===== src/rtl/uart_defs.vh =====
// Shared preprocessor helpers for the UART receive path.
`ifndef UART_DEFS_VH
`define UART_DEFS_VH

// $clog2 that never yields a zero-width vector.
`define SAFE_CLOG2(x) (((x) <= 1) ? 1 : $clog2(x))

`endif


===== src/rtl/uart_pkg.sv =====
// Shared types and packet layout for the UART packetizer.
// Optional checksum byte enabled by defining UART_PKT_CHECKSUM_EN.
`include "uart_defs.vh"

package uart_pkg;

  typedef enum logic [1:0] {
    e_reset,
    e_idle,
    e_collect,
    e_commit
  } state_e;

  // Byte offsets within an assembled packet.
  localparam int unsigned OPCODE_IDX = 0;
  localparam int unsigned ADDR_IDX   = 1;
  localparam int unsigned DATA_IDX   = 5;
  localparam int unsigned CSUM_IDX   = 9;

`ifdef UART_PKT_CHECKSUM_EN
  localparam int unsigned PKT_LEN = CSUM_IDX + 1;
`else
  localparam int unsigned PKT_LEN = CSUM_IDX;
`endif

  localparam int unsigned CNT_W = `SAFE_CLOG2(PKT_LEN + 1);

  typedef logic [PKT_LEN-1:0][7:0] pkt_buf_t;

`ifdef UART_PKT_CHECKSUM_EN
  // XOR of every byte that precedes the checksum byte.
  function automatic logic [7:0] pkt_xor(input pkt_buf_t p);
    logic [7:0] x;
    x = '0;
    for (int i = 0; i < int'(CSUM_IDX); i++) begin
      x = x ^ p[i];
    end
    return x;
  endfunction
`endif

endpackage


===== src/rtl/uart_idle_timer.sv =====
// Saturating idle-gap timer; expired_o is high while the count sits at the last allowed value.
`include "uart_defs.vh"

module uart_idle_timer #(
  parameter int unsigned timeout_cycles_p = 208320
) (
  input  logic clk_i,
  input  logic reset_i,
  input  logic clear_i,
  input  logic en_i,
  output logic expired_o
);

  localparam int unsigned TimerW = `SAFE_CLOG2(timeout_cycles_p + 1);
  localparam logic [TimerW-1:0] LastCount = TimerW'(timeout_cycles_p - 1);

  logic [TimerW-1:0] count_q, count_d;

  // Next count: clear wins, otherwise count up and hold at the last value.
  always_comb begin
    count_d = count_q;
    if (clear_i) begin
      count_d = '0;
    end else if (en_i && (count_q != LastCount)) begin
      count_d = count_q + TimerW'(1);
    end
  end

  // Count register with synchronous reset.
  always_ff @(posedge clk_i) begin
    if (reset_i) begin
      count_q <= '0;
    end else begin
      count_q <= count_d;
    end
  end

  assign expired_o = (count_q == LastCount);

endmodule


===== src/rtl/uart_rx_packetizer.sv =====
// Assembles received UART bytes into opcode/addr/data packets with a ready/valid output.
// Define UART_PKT_CHECKSUM_EN to append and verify an XOR checksum byte.
module uart_rx_packetizer
  import uart_pkg::*;
#(
  parameter int unsigned timeout_cycles_p = 208320
) (
  input  logic        clk_i,
  input  logic        reset_i,
  input  logic        rx_v_i,
  input  logic [7:0]  rx_i,
  output logic        pkt_v_o,
  input  logic        pkt_ready_i,
  output logic [7:0]  opcode_o,
  output logic [31:0] addr_o,
  output logic [31:0] data_o,
  output logic        timeout_o,
  output logic        overrun_o,
  output logic        csum_err_o
);

  state_e            state_q, state_d;
  logic [CNT_W-1:0]  count_q, count_d;
  pkt_buf_t          pkt_buf_q, pkt_buf_d;
  logic              pkt_v_q, pkt_v_d;
  logic [7:0]        opcode_q, opcode_d;
  logic [31:0]       addr_q, addr_d;
  logic [31:0]       data_q, data_d;
  logic              timeout_q, timeout_d;
  logic              overrun_q, overrun_d;
  logic              drop_csum;
  logic              timer_clear, timer_en, timer_expired;

  uart_idle_timer #(
    .timeout_cycles_p(timeout_cycles_p)
  ) u_idle_timer (
    .clk_i    (clk_i),
    .reset_i  (reset_i),
    .clear_i  (timer_clear),
    .en_i     (timer_en),
    .expired_o(timer_expired)
  );

`ifdef UART_PKT_CHECKSUM_EN
  logic csum_err_q, csum_err_d;
`endif

  // Next-state, byte capture, commit decision and error pulses.
  always_comb begin
    state_d     = state_q;
    count_d     = count_q;
    pkt_buf_d   = pkt_buf_q;
    pkt_v_d     = pkt_v_q;
    opcode_d    = opcode_q;
    addr_d      = addr_q;
    data_d      = data_q;
    timeout_d   = 1'b0;
    overrun_d   = 1'b0;
    drop_csum   = 1'b0;
    timer_clear = 1'b1;
    timer_en    = 1'b0;
`ifdef UART_PKT_CHECKSUM_EN
    csum_err_d  = 1'b0;
`endif

    // Consumer handshake retires the held packet; a commit below may reload it.
    if (pkt_v_q && pkt_ready_i) begin
      pkt_v_d = 1'b0;
    end

    unique case (state_q)
      e_reset: begin
        state_d = e_idle;
      end

      e_idle: begin
        if (rx_v_i) begin
          pkt_buf_d[OPCODE_IDX] = rx_i;
          count_d               = CNT_W'(1);
          state_d               = e_collect;
        end
      end

      e_collect: begin
        timer_clear = rx_v_i;
        if (rx_v_i) begin
          // A byte on the expiry cycle still counts, so rx_v_i is checked first.
          pkt_buf_d[count_q] = rx_i;
          count_d            = count_q + CNT_W'(1);
          if (count_q == CNT_W'(PKT_LEN - 1)) begin
            state_d = e_commit;
          end
        end else if (timer_expired) begin
          timeout_d = 1'b1;
          count_d   = '0;
          state_d   = e_idle;
        end else begin
          timer_en = 1'b1;
        end
      end

      e_commit: begin
        count_d = '0;
        state_d = e_idle;
        // Bytes cannot be accepted while committing.
        if (rx_v_i) begin
          overrun_d = 1'b1;
        end
`ifdef UART_PKT_CHECKSUM_EN
        drop_csum  = (pkt_xor(pkt_buf_q) != pkt_buf_q[CSUM_IDX]);
        csum_err_d = drop_csum;
`endif
        if (!drop_csum) begin
          if (!pkt_v_q || pkt_ready_i) begin
            pkt_v_d  = 1'b1;
            opcode_d = pkt_buf_q[OPCODE_IDX];
            addr_d   = pkt_buf_q[ADDR_IDX +: 4];
            data_d   = pkt_buf_q[DATA_IDX +: 4];
          end else begin
            overrun_d = 1'b1;
          end
        end
      end

      default: begin
        state_d = e_reset;
      end
    endcase
  end

  // State and output registers with synchronous reset.
  always_ff @(posedge clk_i) begin
    if (reset_i) begin
      state_q    <= e_reset;
      count_q    <= '0;
      pkt_buf_q  <= '0;
      pkt_v_q    <= 1'b0;
      opcode_q   <= '0;
      addr_q     <= '0;
      data_q     <= '0;
      timeout_q  <= 1'b0;
      overrun_q  <= 1'b0;
`ifdef UART_PKT_CHECKSUM_EN
      csum_err_q <= 1'b0;
`endif
    end else begin
      state_q    <= state_d;
      count_q    <= count_d;
      pkt_buf_q  <= pkt_buf_d;
      pkt_v_q    <= pkt_v_d;
      opcode_q   <= opcode_d;
      addr_q     <= addr_d;
      data_q     <= data_d;
      timeout_q  <= timeout_d;
      overrun_q  <= overrun_d;
`ifdef UART_PKT_CHECKSUM_EN
      csum_err_q <= csum_err_d;
`endif
    end
  end

  assign pkt_v_o   = pkt_v_q;
  assign opcode_o  = opcode_q;
  assign addr_o    = addr_q;
  assign data_o    = data_q;
  assign timeout_o = timeout_q;
  assign overrun_o = overrun_q;
`ifdef UART_PKT_CHECKSUM_EN
  assign csum_err_o = csum_err_q;
`else
  assign csum_err_o = 1'b0;
`endif

endmodule


===== config.mk =====
export PLATFORM = sky130hd
export DESIGN_NAME = uart_rx_packetizer
export DESIGN_NICKNAME = d
export VERILOG_FILES = /design/src/rtl/uart_pkg.sv /design/src/rtl/uart_idle_timer.sv /design/src/rtl/uart_rx_packetizer.sv
export VERILOG_INCLUDE_DIRS = /design/src /design/src/rtl
export SDC_FILE = /design/constraint.sdc
export NUM_CORES = 1
export LEC_CHECK = 0
export BUFFER_PORTS_ARGS = -buffer_cell sky130_fd_sc_hd__buf_2
export CORE_MARGIN = 2
export CORE_UTILIZATION = 55
export CTS_CLUSTER_SIZE = 12
export DETAILED_ROUTE_END_ITERATION = 8
export PLACE_DENSITY_LB_ADDON = 0.15
export SLEW_MARGIN = 20
export SYNTH_ARGS = -nofsm -noshare
export SYNTH_HDL_FRONTEND = slang
export SYNTH_HIERARCHICAL = 1
export SYNTH_SLANG_ARGS = --single-unit

===== constraint.sdc =====
create_clock -name clk_i -period 4.2 [get_ports clk_i]
set_clock_uncertainty 0.2 [all_clocks]
set_input_delay 0.42 -clock clk_i [delete_from_list [all_inputs] [get_ports clk_i]]
set_output_delay 0.42 -clock clk_i [all_outputs]
set_load 0.01 [all_outputs]

==> impl_metrics.toml <==
[run_status]
status = "complete, no violations"

[placement]
dp_slack_ns = 1.59
place_congestion = 0.824
hpwl_um = 11000
port_buffers = 86

[power_and_ir_drop]
p_int_mw = 2.73
leakage_nw = 2.79
p_switching_mw = 0.756
p_clk_frac = 0.487
pwr-share-seq = 0.472
swShare = 0.217
p_per_area_nw_per_um2 = 433
total_power_mw = 3.49
pwr-share-comb = 0.041
ir_worst_vdd_mv = 0.196

[critical_path]
r2r_slack_ns = 1.56
cp-endpoint = "addr_o[27]"
r2r-start = "state_q[0]"
path_class = "reg -> reg"
cp-end-kind = "flip-flop"
crit_chain = "and2_2 -> buf_4 -> nand3_1 -> a21oi_1"
slowest_stage = "dfxtp_1"
worst-endpoint-arrival_ns = 2.78
slowest_delay_ns = 0.84
crit_start = "state_q[0]"
required_ns = 4.35
cp_max_fo = 40
r2r_cells = 4
crit_path_start_kind = "flip-flop"
reg2reg_to = "addr_o[27]"

[global_route]
first_global_vias = 5783
antenna_found_initial = 0
grt_pass1_wl_um = 28700
grt_overflow = 0
grt_max_degree = 84
grt_util_all_layers = 0.252

[logic_synthesis]
yosysWarnings = 6
seq_area_frac_synth = 0.485
synthDistinctLibCells = 51
syn-cell-area_um2 = 7070
ys_ff_latch = 171
synth_fp_nets = 871
yosysTopAreaCell = "dfxtp_1"
ys_top_cells_by_area = "dfxtp_1 (48%), a21oi_1 (11%), nand3_1 (10%), o21ai_0 (7.4%), clkbuf_1 (3.3%)"
ys_async_sr_fraction = 0
netlist.area_leader.share = 0.485
yosysMostFrequentCell = "dfxtp_1"
syn_inst = 854
synth-edff-count = 0
synth_ff_type = "dfxtp_1"
synth.avg_cell_area_um2 = 8.27
yosys-top-cells-count = "dfxtp_1 (171), a21oi_1 (154), nand3_1 (147), o21ai_0 (105), clkbuf_1 (62)"

[timing]
rsz0062_at_grt = "false"
period_needed_ns = 2.64
post-route-period-util = 0.628
whs_ns = 0.177
max_slew_margin = 0.466
final_hold_viol_count = 0
worst_slack_ns = 1.56
final-setup-viol-count = 0
tightestPinTransition_ns = 0.800
finalSetupTns_ns = 0
clock.fmax_ghz = 0.379
slew_violations = 0

[finish]
n_antenna_cell = 0
fillerInstances = 1087
utilization = 0.642
drive_above_1_share = 0.159
finalNetCount = 892
area_delta_synth_final_pct = 14.2

[clocking]
post_cts_buffers = 0
ctsResizeCount = 0
clk_path_buf_depth = 2
hold_buffers = 0
htree_num_levels = 4
cts_tree = "built"
numCtsBuffers = 17
insertion_delay_ns = 0.42
root_buffer = "clkbuf_16"
clock-sinks = 171
path_clk_slew_ns = 0.06

[routing]
firstDrtPassIters = 5
wirelength_um = 17400
drt_iter0_markers = 619
wl_per_cell_um = 16.4
ant_nets = 0
vias = 6346
drc = 0
via_per_inst = 5.99

[floorplan]
num_rows = 41
die_height_um = 117
num_io_pins = 88
fp.dieArea_um2 = 13800
initial_utilization = 0.562
die_x_um = 117
core_area_um2 = 12600

[flow_run]
drv_cap = 0

[hold_path]
min-delay-path-class = "in -> reg"
routing by layer:
metal | track usage | wire, µm | share of wire | up-vias
met1 | 0.326 | 7600 | 0.44 | 3001
li1 | - | - | - | 3096
met3 | 0.0486 | 985 | 0.057 | 39
met4 | 0.118 | 532 | 0.031 | 0
met5 | 0 | 0 | 0 | -
met2 | 0.408 | 8240 | 0.47 | 210
stage by stage:
| step | instance area [µm²] | std cells |
|---|---|---|
| finish | 8070 | 1060 |
| global route | 8070 | 1060 |
| CTS | 8050 | 1059 |
| detailed placement | 7410 | 1027 |
| global placement | 7410 | 1027 |
| floorplan | 7070 | 854 |
registers in the layout, indices dropped and copies added, names as in the netlist:
name                  count
overrun_o                 1
data_o                   32
timeout_o                 1
u_idle_timer/count_q     18
pkt_v_o                   1
addr_o                   32
state_q                   2
pkt_buf_q                72
opcode_o                  8
count_q                   4
logic make-up after synthesis:
kind of cell,synth area share
compound gates,0.227
simple gates,0.202
flops,0.485
buf+inv,0.0583
mux,0.0113
xor+xnor,0.00744
fa+ha+maj,0.00885
other cells,0.000531
how the worst min path moves through the flow:
stage	start	to	slack [ns]	cells past startpoint
5_1_grt	rx_i[7]	pkt_buf_q[39]	0.17	3
4_1_cts	rx_i[7]	pkt_buf_q[39]	0.16	3
6_report	rx_i[7]	pkt_buf_q[39]	0.18	3
3_3_place_gp	pkt_buf_q[52]	data_o[12]	0.26	2
2_1_floorplan	pkt_buf_q[18]	addr_o[10]	0.24	2
3_5_place_dp	pkt_buf_q[59]	data_o[19]	0.26	2
layout make-up:
cell class,instances,area [µm²],share of cell area
clock buffers,20,447,0.0554
clock inverters,12,195,0.0242
inverters,6,22.5,0.00279
multi-input cells,585,3270,0.405
flip-flops and latches,171,3420,0.424
well taps,172,215,0.0267
repair buffers,94,497,0.0616
critical path, delay by kind of cell (launching register included):
kind / cells / cell delay, ns
and+or+nand+nor: 2 / 0.91
buffers and inverters: 1 / 0.44
DFF: 1 / 0.84
AOI/OAI and AO/OA: 1 / 0.15
cell usage in the layout (no fill, tap or decap), types with 5 or more instances in the layout:
cell type,instances
mux2i_1,8
ha_1,5
xnor2_1,6
and3_1,5
nand2b_1,20
a21oi_1,154
nand3_1,147
buf_4,8
inv_1,6
o21ai_1,38
nand2_1,12
clkbuf_16,17
bufinv_16,5
buf_2,85
or3_1,5
dfxtp_1,171
o21ai_0,105
nor2_1,14
nor3_1,10
power groups by stage:
stage / Sequential (mW) / Combinational (mW) / Clock, mW
floorplan: 1.67 / 0.116 / 0
global placement: 1.68 / 0.136 / 0
detailed placement: 1.68 / 0.141 / 0
CTS: 1.65 / 0.142 / 1.72
global route: 1.65 / 0.157 / 1.78
finish: 1.65 / 0.144 / 1.70
No activity file was read; power rests on OpenSTA's default activity.
